==> src/rtl/wb_stage.sv <==
// Writeback stage: registers two in-order result lanes onto the RF write ports and
// backfills idle ports from a small in-order FIFO of late (multi-cycle) results.
module wb_stage #(
  parameter int ADDR_WIDTH = 5,
  parameter int DATA_WIDTH = 32,
  parameter int LATE_DEPTH = 2
) (
  input  logic                          clk,
  input  logic                          rst,
  input  logic                          in_we_a,
  input  logic [ADDR_WIDTH-1:0]         in_rd_a,
  input  logic [DATA_WIDTH-1:0]         in_data_a,
  input  logic                          in_we_b,
  input  logic [ADDR_WIDTH-1:0]         in_rd_b,
  input  logic [DATA_WIDTH-1:0]         in_data_b,
  input  logic                          late_valid,
  input  logic [ADDR_WIDTH-1:0]         late_rd,
  input  logic [DATA_WIDTH-1:0]         late_data,
  output logic                          late_ready,
  output logic                          we_a,
  output logic [ADDR_WIDTH-1:0]         waddr_a,
  output logic [DATA_WIDTH-1:0]         wdata_a,
  output logic                          we_b,
  output logic [ADDR_WIDTH-1:0]         waddr_b,
  output logic [DATA_WIDTH-1:0]         wdata_b,
  output logic [$clog2(LATE_DEPTH):0]   late_pending
);

  localparam int PTR_W = $clog2(LATE_DEPTH);
  localparam int CNT_W = PTR_W + 1;
  localparam logic [CNT_W-1:0] DEPTH_C = CNT_W'(LATE_DEPTH);
  localparam logic [CNT_W-1:0] ONE_C   = CNT_W'(1);
  localparam logic [CNT_W-1:0] TWO_C   = CNT_W'(2);

  logic [ADDR_WIDTH-1:0] fifo_rd   [LATE_DEPTH];
  logic [DATA_WIDTH-1:0] fifo_data [LATE_DEPTH];
  logic [LATE_DEPTH-1:0] fifo_kill;
  logic [PTR_W-1:0]      rd_ptr, wr_ptr, nxt_ptr, b_idx;
  logic [CNT_W-1:0]      count, pop_cnt, count_next;

  logic                  eff_a, eff_b, push, pop_a, pop_b, live_a, live_b, push_hit;
  logic [LATE_DEPTH-1:0] hit;
  logic                  nxt_we_a, nxt_we_b;
  logic [ADDR_WIDTH-1:0] nxt_waddr_a, nxt_waddr_b;
  logic [DATA_WIDTH-1:0] nxt_wdata_a, nxt_wdata_b;

  // Ready comes from the registered count only, so a same-edge pop gives no credit.
  assign late_ready   = (count < DEPTH_C);
  assign late_pending = count;

  always_comb begin
    eff_a   = in_we_a && (in_rd_a != '0);
    eff_b   = in_we_b && (in_rd_b != '0);
    push    = late_valid && late_ready;
    nxt_ptr = rd_ptr + PTR_W'(1);
    pop_a   = !eff_a && (count >= ONE_C);
    pop_b   = !eff_b && (count >= (pop_a ? TWO_C : ONE_C));
    b_idx   = pop_a ? nxt_ptr : rd_ptr;
    hit     = '0;
    for (int i = 0; i < LATE_DEPTH; i++) begin
      hit[i] = (eff_a && (fifo_rd[i] == in_rd_a)) || (eff_b && (fifo_rd[i] == in_rd_b));
    end
    push_hit = (eff_a && (late_rd == in_rd_a)) || (eff_b && (late_rd == in_rd_b));
    // A popped entry hit by a lane at the same edge is stale: the lane result is younger.
    live_a  = !fifo_kill[rd_ptr] && !hit[rd_ptr] && (fifo_rd[rd_ptr] != '0);
    live_b  = !fifo_kill[b_idx] && !hit[b_idx] && (fifo_rd[b_idx] != '0);
    pop_cnt    = CNT_W'(pop_a) + CNT_W'(pop_b);
    count_next = count + CNT_W'(push) - pop_cnt;

    nxt_we_a    = 1'b0;
    nxt_waddr_a = '0;
    nxt_wdata_a = '0;
    if (eff_a) begin
      nxt_we_a    = 1'b1;
      nxt_waddr_a = in_rd_a;
      nxt_wdata_a = in_data_a;
    end else if (pop_a && live_a) begin
      nxt_we_a    = 1'b1;
      nxt_waddr_a = fifo_rd[rd_ptr];
      nxt_wdata_a = fifo_data[rd_ptr];
    end

    nxt_we_b    = 1'b0;
    nxt_waddr_b = '0;
    nxt_wdata_b = '0;
    if (eff_b) begin
      nxt_we_b    = 1'b1;
      nxt_waddr_b = in_rd_b;
      nxt_wdata_b = in_data_b;
    end else if (pop_b && live_b) begin
      nxt_we_b    = 1'b1;
      nxt_waddr_b = fifo_rd[b_idx];
      nxt_wdata_b = fifo_data[b_idx];
    end
  end

  always_ff @(posedge clk or posedge rst) begin
    if (rst) begin
      rd_ptr    <= '0;
      wr_ptr    <= '0;
      count     <= '0;
      fifo_kill <= '0;
      for (int i = 0; i < LATE_DEPTH; i++) begin
        fifo_rd[i]   <= '0;
        fifo_data[i] <= '0;
      end
      we_a    <= 1'b0;
      waddr_a <= '0;
      wdata_a <= '0;
      we_b    <= 1'b0;
      waddr_b <= '0;
      wdata_b <= '0;
    end else begin
      fifo_kill <= fifo_kill | hit;
      if (push) begin
        fifo_rd[wr_ptr]   <= late_rd;
        fifo_data[wr_ptr] <= late_data;
        fifo_kill[wr_ptr] <= push_hit;
        wr_ptr            <= wr_ptr + PTR_W'(1);
      end
      rd_ptr  <= rd_ptr + pop_cnt[PTR_W-1:0];
      count   <= count_next;
      we_a    <= nxt_we_a;
      waddr_a <= nxt_waddr_a;
      wdata_a <= nxt_wdata_a;
      we_b    <= nxt_we_b;
      waddr_b <= nxt_waddr_b;
      wdata_b <= nxt_wdata_b;
    end
  end

endmodule

==> config.mk <==
export PLATFORM = sky130hd
export DESIGN_NAME = wb_stage
export DESIGN_NICKNAME = d
export VERILOG_FILES = /design/src/rtl/wb_stage.sv
export SDC_FILE = /design/constraint.sdc
export NUM_CORES = 1
export LEC_CHECK = 0
export CAP_MARGIN = 20
export CORE_MARGIN = 1.5
export CORE_UTILIZATION = 44
export CTS_CLUSTER_SIZE = 28
export DETAILED_ROUTE_END_ITERATION = 8
export PLACE_DENSITY = 0.77
export SETUP_SLACK_MARGIN = 0.15
export SYNTH_ARGS = -nofsm -noshare
export SYNTH_HDL_FRONTEND = slang
export SYNTH_SLANG_ARGS = --single-unit
==> constraint.sdc <==
create_clock -name clk -period 4.9 [get_ports clk]
set_clock_uncertainty 0.2 [all_clocks]
set_input_delay 0.98 -clock clk [delete_from_list [all_inputs] [get_ports clk]]
set_output_delay 0.98 -clock clk [all_outputs]
set_load 0.02 [all_outputs]
==> results.yml, run 1 <==
outcome:
  status: "completed"
pwr:
  leakagePower_uw: 0.00408
  power.density_mw_per_mm2: 619
  pwr-share-clk_pct: 19.8
  ir_drop_mv: 0.334
  switching_power_uw: 2140
  power.internal_uw: 3840
  seq_power_share_pct: 37.9
  comb_power_share_pct: 42.3
  p_sw_share_pct: 35.8
yosys:
  netlist_top_cells_area: "dfrtp_1 56%, mux2_2 12%, mux2i_1 5.5%"
  ys_types: 37
  yosysTopAreaCell: "dfrtp_1"
  syn_nets: 666
  seq_area_frac_synth_pct: 56.1
  synth_edf_count: 0
  synth_commonest_cells: "156 x dfrtp_1, 74 x mux2_2, 41 x nand2_1"
  yosys_register_bits: 156
  synthesis.area_mm2: 0.00696
  synth_top_flop_cell: "dfrtp_1"
  synth_top_area_share_pct: 56.1
  synth_most_common_cell: "dfrtp_1"
  yosysWarningCount: 0
  synth_cells: 545
  avgSynthCellArea_um2: 12.8
  ys_async_sr_fraction_pct: 100
worst_setup_path:
  rr_endpoint: "late_pending[1]$_DFF_PP0_"
  criticalPathCategory: "input pin to flip-flop"
  rrSetupSlack_ns: 1.73
  path_cells: "clkdlybuf4s50_1 > or3_1 > o21a_2 > or2_4 > ha_1 > nand2b_1 > a21oi_1 > nor2_1 > ha_1 > ha_1 > inv_1 > ha_1 > xor2_1 > xnor2_1"
  r2r_start: "late_pending[1]$_DFF_PP0_"
  cp.required_ns: 4.99
  path_max_fanout: 5
  start_kind: "input pin"
  crit_path_end: "late_pending[1]$_DFF_PP0_"
  critPathMostFrequentCell: "ha_1"
  cp-end-kind: "flip-flop"
  r2r_cells: 12
  critPathSlowestCell: "clkdlybuf4s50_1"
  worstPathArrival_ns: 4.43
  startpoint: "in_rd_a[0]"
  slowest_delay_ns: 0.52
cts:
  cts_tree: "done"
  tritoncts.num_buffers: 17
  cts_resized: 0
  htreeDepth: 4
  cts_setup_buffers: 0
  cts_sinks: 156
  path_clk_slew_ns: 0.06
  root_buffer: "clkbuf_16"
  cts_hold_buf: 0
  clockBufferDepth: 2
  clk_latency_ns: 0.42
final_layout:
  seqCellArea_mm2: 0.00390
  fin_cells: 958
  n_fill_cell: 1176
  drive_gt1_share_pct: 17.1
  final_net_count: 856
  multi_input_area_mm2: 0.00288
  diodes: 0
  area_growth_syn_to_layout_pct: 38.9
timing:
  min_period_ns: 4.33
  final_max_slew_viol_count: 0
  hold_viol_final: 0
  setup_viol: 0
  fmax_ghz: 0.231
  period_share_pct: 88.5
  setup-tns-final_ns: 0
  relSlewSlack_pct: 40.3
  tightestPinTransition_ns: 0.893
  rsz0062_at_grt: "no"
floorplanning:
  die_w_um: 129
  die_area_mm2: 0.0166
  coreArea_mm2: 0.0153
  initial_core_util_pct: 45.4
  rows: 45
  die-height_um: 129
  io_pins: 195
route:
  dr.pass1.iters: 4
  remaining_drc_errors: 0
  wl_um: 18200
  drtIter0Drc: 272
  vias: 5100
  ant_nets: 0
  wl_per_cell_um: 19.0
  vias_per_cell: 5.32
global_route:
  grt_overflow_total: 0
  grtUsageTotal_pct: 22.7
  antenna_found_initial: 0
  grt_max_degree: 63
  grt_pass1_wl_um: 28600
  grt_pass1_vias: 5363
worst_hold_path:
  worstHoldStart: "fifo_data[13]$_DFFE_PP0P_"
  holdCritPathClass: "flip-flop to flip-flop"
place:
  portBuffers: 194
  dpl.hpwl_um: 12500
  gp_congestion: 0.890
  place_inst: 927
job:
  drv_cap: 0
-- how the worst min path moves through the flow --
stage	end	depth (start not counted)
2_1_floorplan	wr_ptr$_DFFE_PP0P_	1
6_report	fifo_data[13]$_DFFE_PP0P_	1
3_5_place_dp	fifo_data[13]$_DFFE_PP0P_	1
4_1_cts	fifo_data[13]$_DFFE_PP0P_	1
3_3_place_gp	fifo_data[9]$_DFFE_PP0P_	1
5_1_grt	fifo_data[22]$_DFFE_PP0P_	1
-- stage by stage --
stage | power [uW] | setup WS [ns] | hold WS [ns] | area [um^2] | utilization, %
floorplan | 3800 | 0.847 | 0.268 | 6960 | -
global placement | 4720 | 0.314 | 0.302 | 9120 | 59.6
detailed placement | 4820 | 0.157 | 0.314 | 9120 | 59.6
CTS | 6030 | 0.589 | 0.325 | 9660 | 63.1
global route | 6310 | 0.403 | 0.339 | 9660 | 63.1
finish | 5980 | 0.566 | 0.323 | 9660 | 63.1
-- sequential cells by signal (all words and copies together) (netlist names), 2 cells and up --
register and flops:
fifo_data 64, wdata_a 32, wdata_b 32, fifo_rd 10, waddr_a 5, waddr_b 5
fifo_kill 2, late_pending 2
-- power by group through the flow --
stage                     registers, uW  clock network (uW)  logic [uW]
final                              2260                1190        2530
after global routing               2330                1260        2720
after CTS                          2260                1210        2550
after detailed placement           2280                   0        2540
after global placement             2240                   0        2480
after floorplan                    2460                   0        1340
-- layout make-up --
| cell class | instances | area share, % |
|---|---|---|
| Sequential cell | 156 | 40.4 |
| Multi-Input combinational cell | 350 | 29.8 |
| Timing Repair Buffer | 205 | 21.2 |
| Clock buffer | 21 | 4.87 |
| Tap cell | 211 | 2.73 |
| Clock inverter | 10 | 0.674 |
| Inverter | 5 | 0.233 |
-- layout by cell type (no fill, tap or decap), types with 6 or more instances in the layout --
cell and n:
dfrtp_1 156, nor3_1 6, and2_0 26, nand2_1 41, xnor2_1 18, mux2_2 74, xor2_1 17, o21ai_1 38
buf_4 9, clkbuf_16 17, and2_1 11, nor2_1 7, clkdlybuf4s50_1 194, a221o_1 37, mux2i_1 38
-- cell families (layout without fill, tap and decap cells) --
| family | Yosys count | in the layout | synth area share, % |
|---|---|---|---|
| simple gates | 111 | 111 | 8.60 |
| xor+xnor | 35 | 35 | 4.41 |
| compound gates | 87 | 87 | 9.59 |
| mux | 112 | 112 | 17.4 |
| buf+inv | 39 | 241 | 2.93 |
| flops | 156 | 156 | 56.1 |
| fa+ha+maj | 5 | 5 | 0.899 |
-- critical path, delay by kind of cell --
kind                       cells  cell delay [ns]
AOI/OAI and AO/OA              2             0.48
adders and majority gates      4             1.09
and+or+nand+nor                4             1.03
xor gates and xnor gates       2             0.28
buffers and inverters          2             0.56
-- layer usage --
layer | GRT usage, % | up-vias | share of wire [%]
met2 | 38.0 | 198 | 49
met3 | 4.66 | 26 | 5.7
met5 | 0 | - | 0
li1 | - | 2328 | -
met1 | 29.3 | 2548 | 44
met4 | 8.53 | 0 | 1.8
(Power assumes the default switching activity.)
==> run 2, diff against run 1 <==
--- a/config.mk
+++ b/config.mk
@@ -10,7 +10,7 @@
 export CORE_UTILIZATION = 44
 export CTS_CLUSTER_SIZE = 28
 export DETAILED_ROUTE_END_ITERATION = 8
-export PLACE_DENSITY = 0.77
+export PLACE_DENSITY = 0.74
 export SETUP_SLACK_MARGIN = 0.15
 export SYNTH_ARGS = -nofsm -noshare
 export SYNTH_HDL_FRONTEND = slang
==> constraint.sdc (replaced) <==
create_clock -name clk -period 5.4 [get_ports clk]
set_clock_uncertainty 0.2 [all_clocks]
set_input_delay 1.08 -clock clk [delete_from_list [all_inputs] [get_ports clk]]
set_output_delay 1.08 -clock clk [all_outputs]
set_load 0.02 [all_outputs]
==> run 2 against run 1 <==
Compared with the run above: final area increased by 0.93%; worst setup slack improved by 0.43 ns; final cell count unchanged; die area unchanged; non-clock buffer count decreased by 2; via count decreased by 0.84%; sequential share of layout area decreased by 0.37 points; combinational power decreased by 8.7%; register-to-register slack improved by 0.51 ns; worst hold slack improved by 0.0018 ns; critical path depth unchanged; power decreased by 5.2%; critical path type unchanged; largest power group unchanged.
==> results.yml, run 2 (synthesis results as in run 1) <==
cts:
  cts_sinks: 156
  cts_tree: "done"
  cts_setup_buffers: 0
  path_clk_slew_ns: 0.06
  cts_resized: 0
  cts_hold_buf: 0
  clockBufferDepth: 2
  tritoncts.num_buffers: 17
  clk_latency_ns: 0.42
  root_buffer: "clkbuf_16"
  htreeDepth: 4
worst_setup_path:
  critPathMostFrequentCell: "ha_1"
  worstPathArrival_ns: 4.51
  start_kind: "input pin"
  cp.required_ns: 5.50
  path_cells: "clkdlybuf4s50_1 > or3_1 > o21a_2 > or2_4 > ha_1 > nand2b_1 > a21oi_1 > nor2_1 > ha_1 > ha_1 > inv_1 > ha_1 > xor2_1 > xnor2_1"
  critPathSlowestCell: "clkdlybuf4s50_1"
  criticalPathCategory: "input pin to flip-flop"
  crit_buf_inv: 2
  slowest_delay_ns: 0.52
  cp-end-kind: "flip-flop"
  path_max_fanout: 5
  crit_family: "adder cells"
floorplanning:
  die_area_mm2: 0.0166
  rows: 45
  die-height_um: 129
  die_w_um: 129
  initial_core_util_pct: 45.4
  io_pins: 195
  coreArea_mm2: 0.0153
global_route:
  grt_pass1_vias: 5381
  grtUsageTotal_pct: 23.3
  antenna_found_initial: 0
  grt_overflow_total: 0
  grt_max_degree: 125
  grt_pass1_wl_um: 29100
timing:
  hold_viol_final: 0
  rsz0062_at_grt: "no"
  min_period_ns: 4.41
  setup_viol: 0
  final_max_slew_viol_count: 0
  tightestPinTransition_ns: 0.970
  period_share_pct: 81.6
  fmax_ghz: 0.227
  layout_setup_ws_ns: 0.992
  setup-tns-final_ns: 0
  relSlewSlack_pct: 35.2
worst_hold_path:
  holdCritPathClass: "flip-flop to flip-flop"
final_layout:
  reg.largest.list: "fifo_data (64), wdata_a (32), wdata_b (32)"
  final_net_count: 854
  layout_commonest_cell: "clkdlybuf4s50_1"
  drive_gt1_share_pct: 16.8
  area_growth_syn_to_layout_pct: 40.2
  regMostFlops: "fifo_data"
  n_fill_cell: 1202
  fin_cells: 958
  mostFrequentLayoutCells: "194 x clkdlybuf4s50_1, 156 x dfrtp_1, 74 x mux2_2"
  largest_reg_flops: 64
  finalCoreUtilization_pct: 63.7
place:
  portBuffers: 194
  dpl.hpwl_um: 12600
  gp_congestion: 0.878
  place_inst: 925
  place_ws_ns: 0.584
pwr:
  p_total_uw: 5670
  power.density_mw_per_mm2: 581
  leakagePower_uw: 0.00413
  ir_drop_mv: 0.366
route:
  wl_per_cell_um: 19.5
  drtIter0Drc: 266
  ant_nets: 0
  wl_um: 18700
  vias_per_cell: 5.28
  dr.pass1.iters: 4
  vias: 5057
  remaining_drc_errors: 0
outcome:
  status: "completed"
job:
  drv_cap: 0
[run 2: layer usage]
layer / up-vias / wire length, um / GRT usage [%]
met3: 37 / 960 / 4.82
met4: 0 / 562 / 11.2
li1: 2324 / - / -
met2: 178 / 9110 / 38.7
met5: - / 0 / 0
met1: 2518 / 8020 / 29.3
[run 2: worst paths after layout]
check / from / to / slack [ns] / cells after the start
worst max register to register: late_pending[1]$_DFF_PP0_ / late_pending[1]$_DFF_PP0_ / 2.24 / 12
worst min register to register: fifo_data[32]$_DFFE_PP0P_ / wdata_a[0]$_DFF_PP0_ / 0.33 / 1
worst max-delay path: in_rd_a[0] / late_pending[1]$_DFF_PP0_ / 0.99 / 14
worst min-delay path: fifo_data[32]$_DFFE_PP0P_ / wdata_a[0]$_DFF_PP0_ / 0.33 / 1
max in group asynchronous: rst / fifo_data[20]$_DFFE_PP0P_ / 2.99 / 3
min in group asynchronous: rst / wdata_a[11]$_DFF_PP0_ / 0.92 / 2
[run 2: worst register-to-register path, cell delays in order (launching register included)]
cell      delay, ns
dfrtp_1        0.46
nor2_1         0.25
or2_4          0.23
ha_1           0.24
nand2b_1       0.15
a21oi_1        0.27
nor2_1         0.13
ha_1           0.33
ha_1           0.28
inv_1          0.04
ha_1           0.18
xor2_1         0.16
xnor2_1        0.13
[run 2: power by group]
group	switching, uW	internal (uW)	leakage [uW]	total (uW)
Combinational	1140	1170	0.00191	2310
Sequential	362	1690	0.00190	2050
Clock	465	847	0.000319	1310
[run 2: layout make-up]
class	instances	area (um^2)	share of cell area [%]
Clock buffer	22	464	4.76
Tap cell	211	264	2.71
Timing Repair Buffer	203	2020	20.7
Multi-Input combinational cell	350	2880	29.6
Clock inverter	10	186	1.91
Sequential cell	156	3900	40.0
Inverter	5	22.5	0.231
Antenna cell	1	2.50	0.0257
[run 2: through the flow]
stage	instance area (um^2)	hold WS (ns)
global route	9750	0.341
detailed placement	9090	0.314
floorplan	6960	0.268
CTS	9750	0.329
finish	9750	0.325
global placement	9090	0.303
==> run 3, diff against run 2 <==
--- a/config.mk
+++ b/config.mk
@@ -10,7 +10,7 @@
 export CORE_UTILIZATION = 44
 export CTS_CLUSTER_SIZE = 28
 export DETAILED_ROUTE_END_ITERATION = 8
-export PLACE_DENSITY = 0.74
+export PLACE_DENSITY = 0.77
 export SETUP_SLACK_MARGIN = 0.15
 export SYNTH_ARGS = -nofsm -noshare
 export SYNTH_HDL_FRONTEND = slang
==> constraint.sdc (replaced) <==
create_clock -name clk -period 3.9 [get_ports clk]
set_clock_uncertainty 0.2 [all_clocks]
set_input_delay 0.78 -clock clk [delete_from_list [all_inputs] [get_ports clk]]
set_output_delay 0.78 -clock clk [all_outputs]
set_load 0.02 [all_outputs]
==> run 3 against run 2 <==
Compared with the run above: clock power increased by 28%; sequential power increased by 38%; worst setup slack got worse by 0.71 ns; via count increased by 1.8%; register-to-register slack got worse by 1.1 ns; final cell count increased by 2.0%; sequential share of layout area decreased by 0.76 points; final area increased by 1.9%; critical endpoint unchanged.
==> results.yml, run 3 (synthesis results as in run 1) <==
outcome:
  status: "completed"
cts:
  clockBufferDepth: 2
  root_buffer: "clkbuf_16"
  cts_setup_buffers: 0
  cts_hold_buf: 0
  cts_sinks: 156
  htreeDepth: 4
  clk_latency_ns: 0.42
  tritoncts.num_buffers: 17
  path_clk_slew_ns: 0.06
  cts_tree: "done"
  cts_resized: 0
final_layout:
  regMostFlops: "fifo_data"
  drive_gt1_share_pct: 19.6
  diodes: 0
  finalCoreUtilization_pct: 64.9
  layout_commonest_cell: "clkdlybuf4s50_1"
  mostFrequentLayoutCells: "194 x clkdlybuf4s50_1, 156 x dfrtp_1, 74 x mux2_2"
  final_net_count: 874
  area_growth_syn_to_layout_pct: 42.9
  largest_reg_flops: 64
  reg.largest.list: "fifo_data (64), wdata_a (32), wdata_b (32)"
  final_cell_area_mm2: 0.00994
worst_hold_path:
  holdCritPathClass: "flip-flop to flip-flop"
  worstHoldStart: "fifo_data[38]$_DFFE_PP0P_"
timing:
  rsz0062_at_grt: "no"
  min_period_ns: 3.62
  hold_viol_final: 0
  relSlewSlack_pct: 55.8
  period_share_pct: 92.7
  fmax_ghz: 0.276
  setup_viol: 0
  tightestPinTransition_ns: 0.662
  final_max_slew_viol_count: 0
  setup-tns-final_ns: 0
route:
  vias_per_cell: 5.27
  ant_nets: 0
  dr.pass1.iters: 4
  vias: 5146
  drtIter0Drc: 289
  wl_um: 18700
  remaining_drc_errors: 0
  wl_per_cell_um: 19.1
pwr:
  power.density_mw_per_mm2: 791
  ir_drop_mv: 0.540
  p_total_uw: 7860
  leakagePower_uw: 0.00423
worst_setup_path:
  cp-end-kind: "flip-flop"
  worstPathArrival_ns: 3.72
  path_max_fanout: 4
  cp.required_ns: 4.00
  criticalPathCategory: "input pin to flip-flop"
  crit_family: "adder cells"
  crit_buf_inv: 2
  path_cells: "clkdlybuf4s50_1 > or3_4 > o21a_2 > or2_4 > ha_1 > nand2b_4 > a21oi_4 > nor2_2 > ha_4 > ha_1 > inv_1 > ha_1 > xor2_1 > xnor2_1"
  r2r_start: "late_pending[1]$_DFF_PP0_"
  critPathMostFrequentCell: "ha_1"
  slowest_delay_ns: 0.43
  start_kind: "input pin"
  startpoint: "in_rd_a[0]"
  critPathSlowestCell: "clkdlybuf4s50_1"
place:
  dpl.hpwl_um: 12800
  placed_cell_area_mm2: 0.00932
  portBuffers: 194
  gp_congestion: 0.780
global_route:
  grt.busiest_layer: "met2"
  antenna_found_initial: 1
  grtUsageTotal_pct: 23.5
  grt_overflow_total: 0
  grt_max_degree: 75
  grt_pass1_vias: 5456
  use_met3_pct: 4.78
  use_met2_pct: 41.1
  use_met1_pct: 28.4
  grt_pass1_wl_um: 29300
floorplanning:
  die_w_um: 129
  die-height_um: 129
  die_area_mm2: 0.0166
  io_pins: 195
  rows: 45
  coreArea_mm2: 0.0153
  initial_core_util_pct: 45.4
job:
  drv_cap: 0
==> run 3: power by group <==
part	switching, uW	total, uW	internal, uW
sequential	481	2820	2340
combinational	1610	3360	1750
clock	640	1680	1040
==> run 3: per-stage QoR <==
step | setup WS (ns) | instances | hold slack, ns
floorplan | 0.162 | 545 | 0.268
global placement | -0.130 | 945 | 0.303
detailed placement | -0.225 | 945 | 0.311
CTS | 0.212 | 977 | 0.325
global route | 0.191 | 977 | 0.331
finish | 0.283 | 977 | 0.322
==> run 3: area by class of cell <==
cell class | count | area, um^2
Multi-Input combinational cell | 350 | 2920
Fill cell | 1169 | 5380
Timing Repair Buffer | 223 | 2220
Sequential cell | 156 | 3900
Clock buffer | 22 | 464
Inverter | 5 | 22.5
Clock inverter | 10 | 139
Tap cell | 211 | 264
==> run 3: metal layers <==
metal / up-vias / part of all wire (%)
met1: 2590 / 42
met5: - / 0
met4: 0 / 2.2
met3: 29 / 4.3
met2: 163 / 51
li1: 2364 / -
==> run 3: final timing paths <==
kind / to / slack, ns / cells past startpoint
setup / recovery: late_pending[1]$_DFF_PP0_ / 0.28 / 14
hold / removal: wdata_a[6]$_DFF_PP0_ / 0.32 / 1
setup reg to reg: late_pending[1]$_DFF_PP0_ / 1.11 / 12
hold reg to reg: wdata_a[6]$_DFF_PP0_ / 0.32 / 1
max in group asynchronous: fifo_data[26]$_DFFE_PP0P_ / 2.10 / 3
min in group asynchronous: fifo_data[13]$_DFFE_PP0P_ / 0.61 / 2
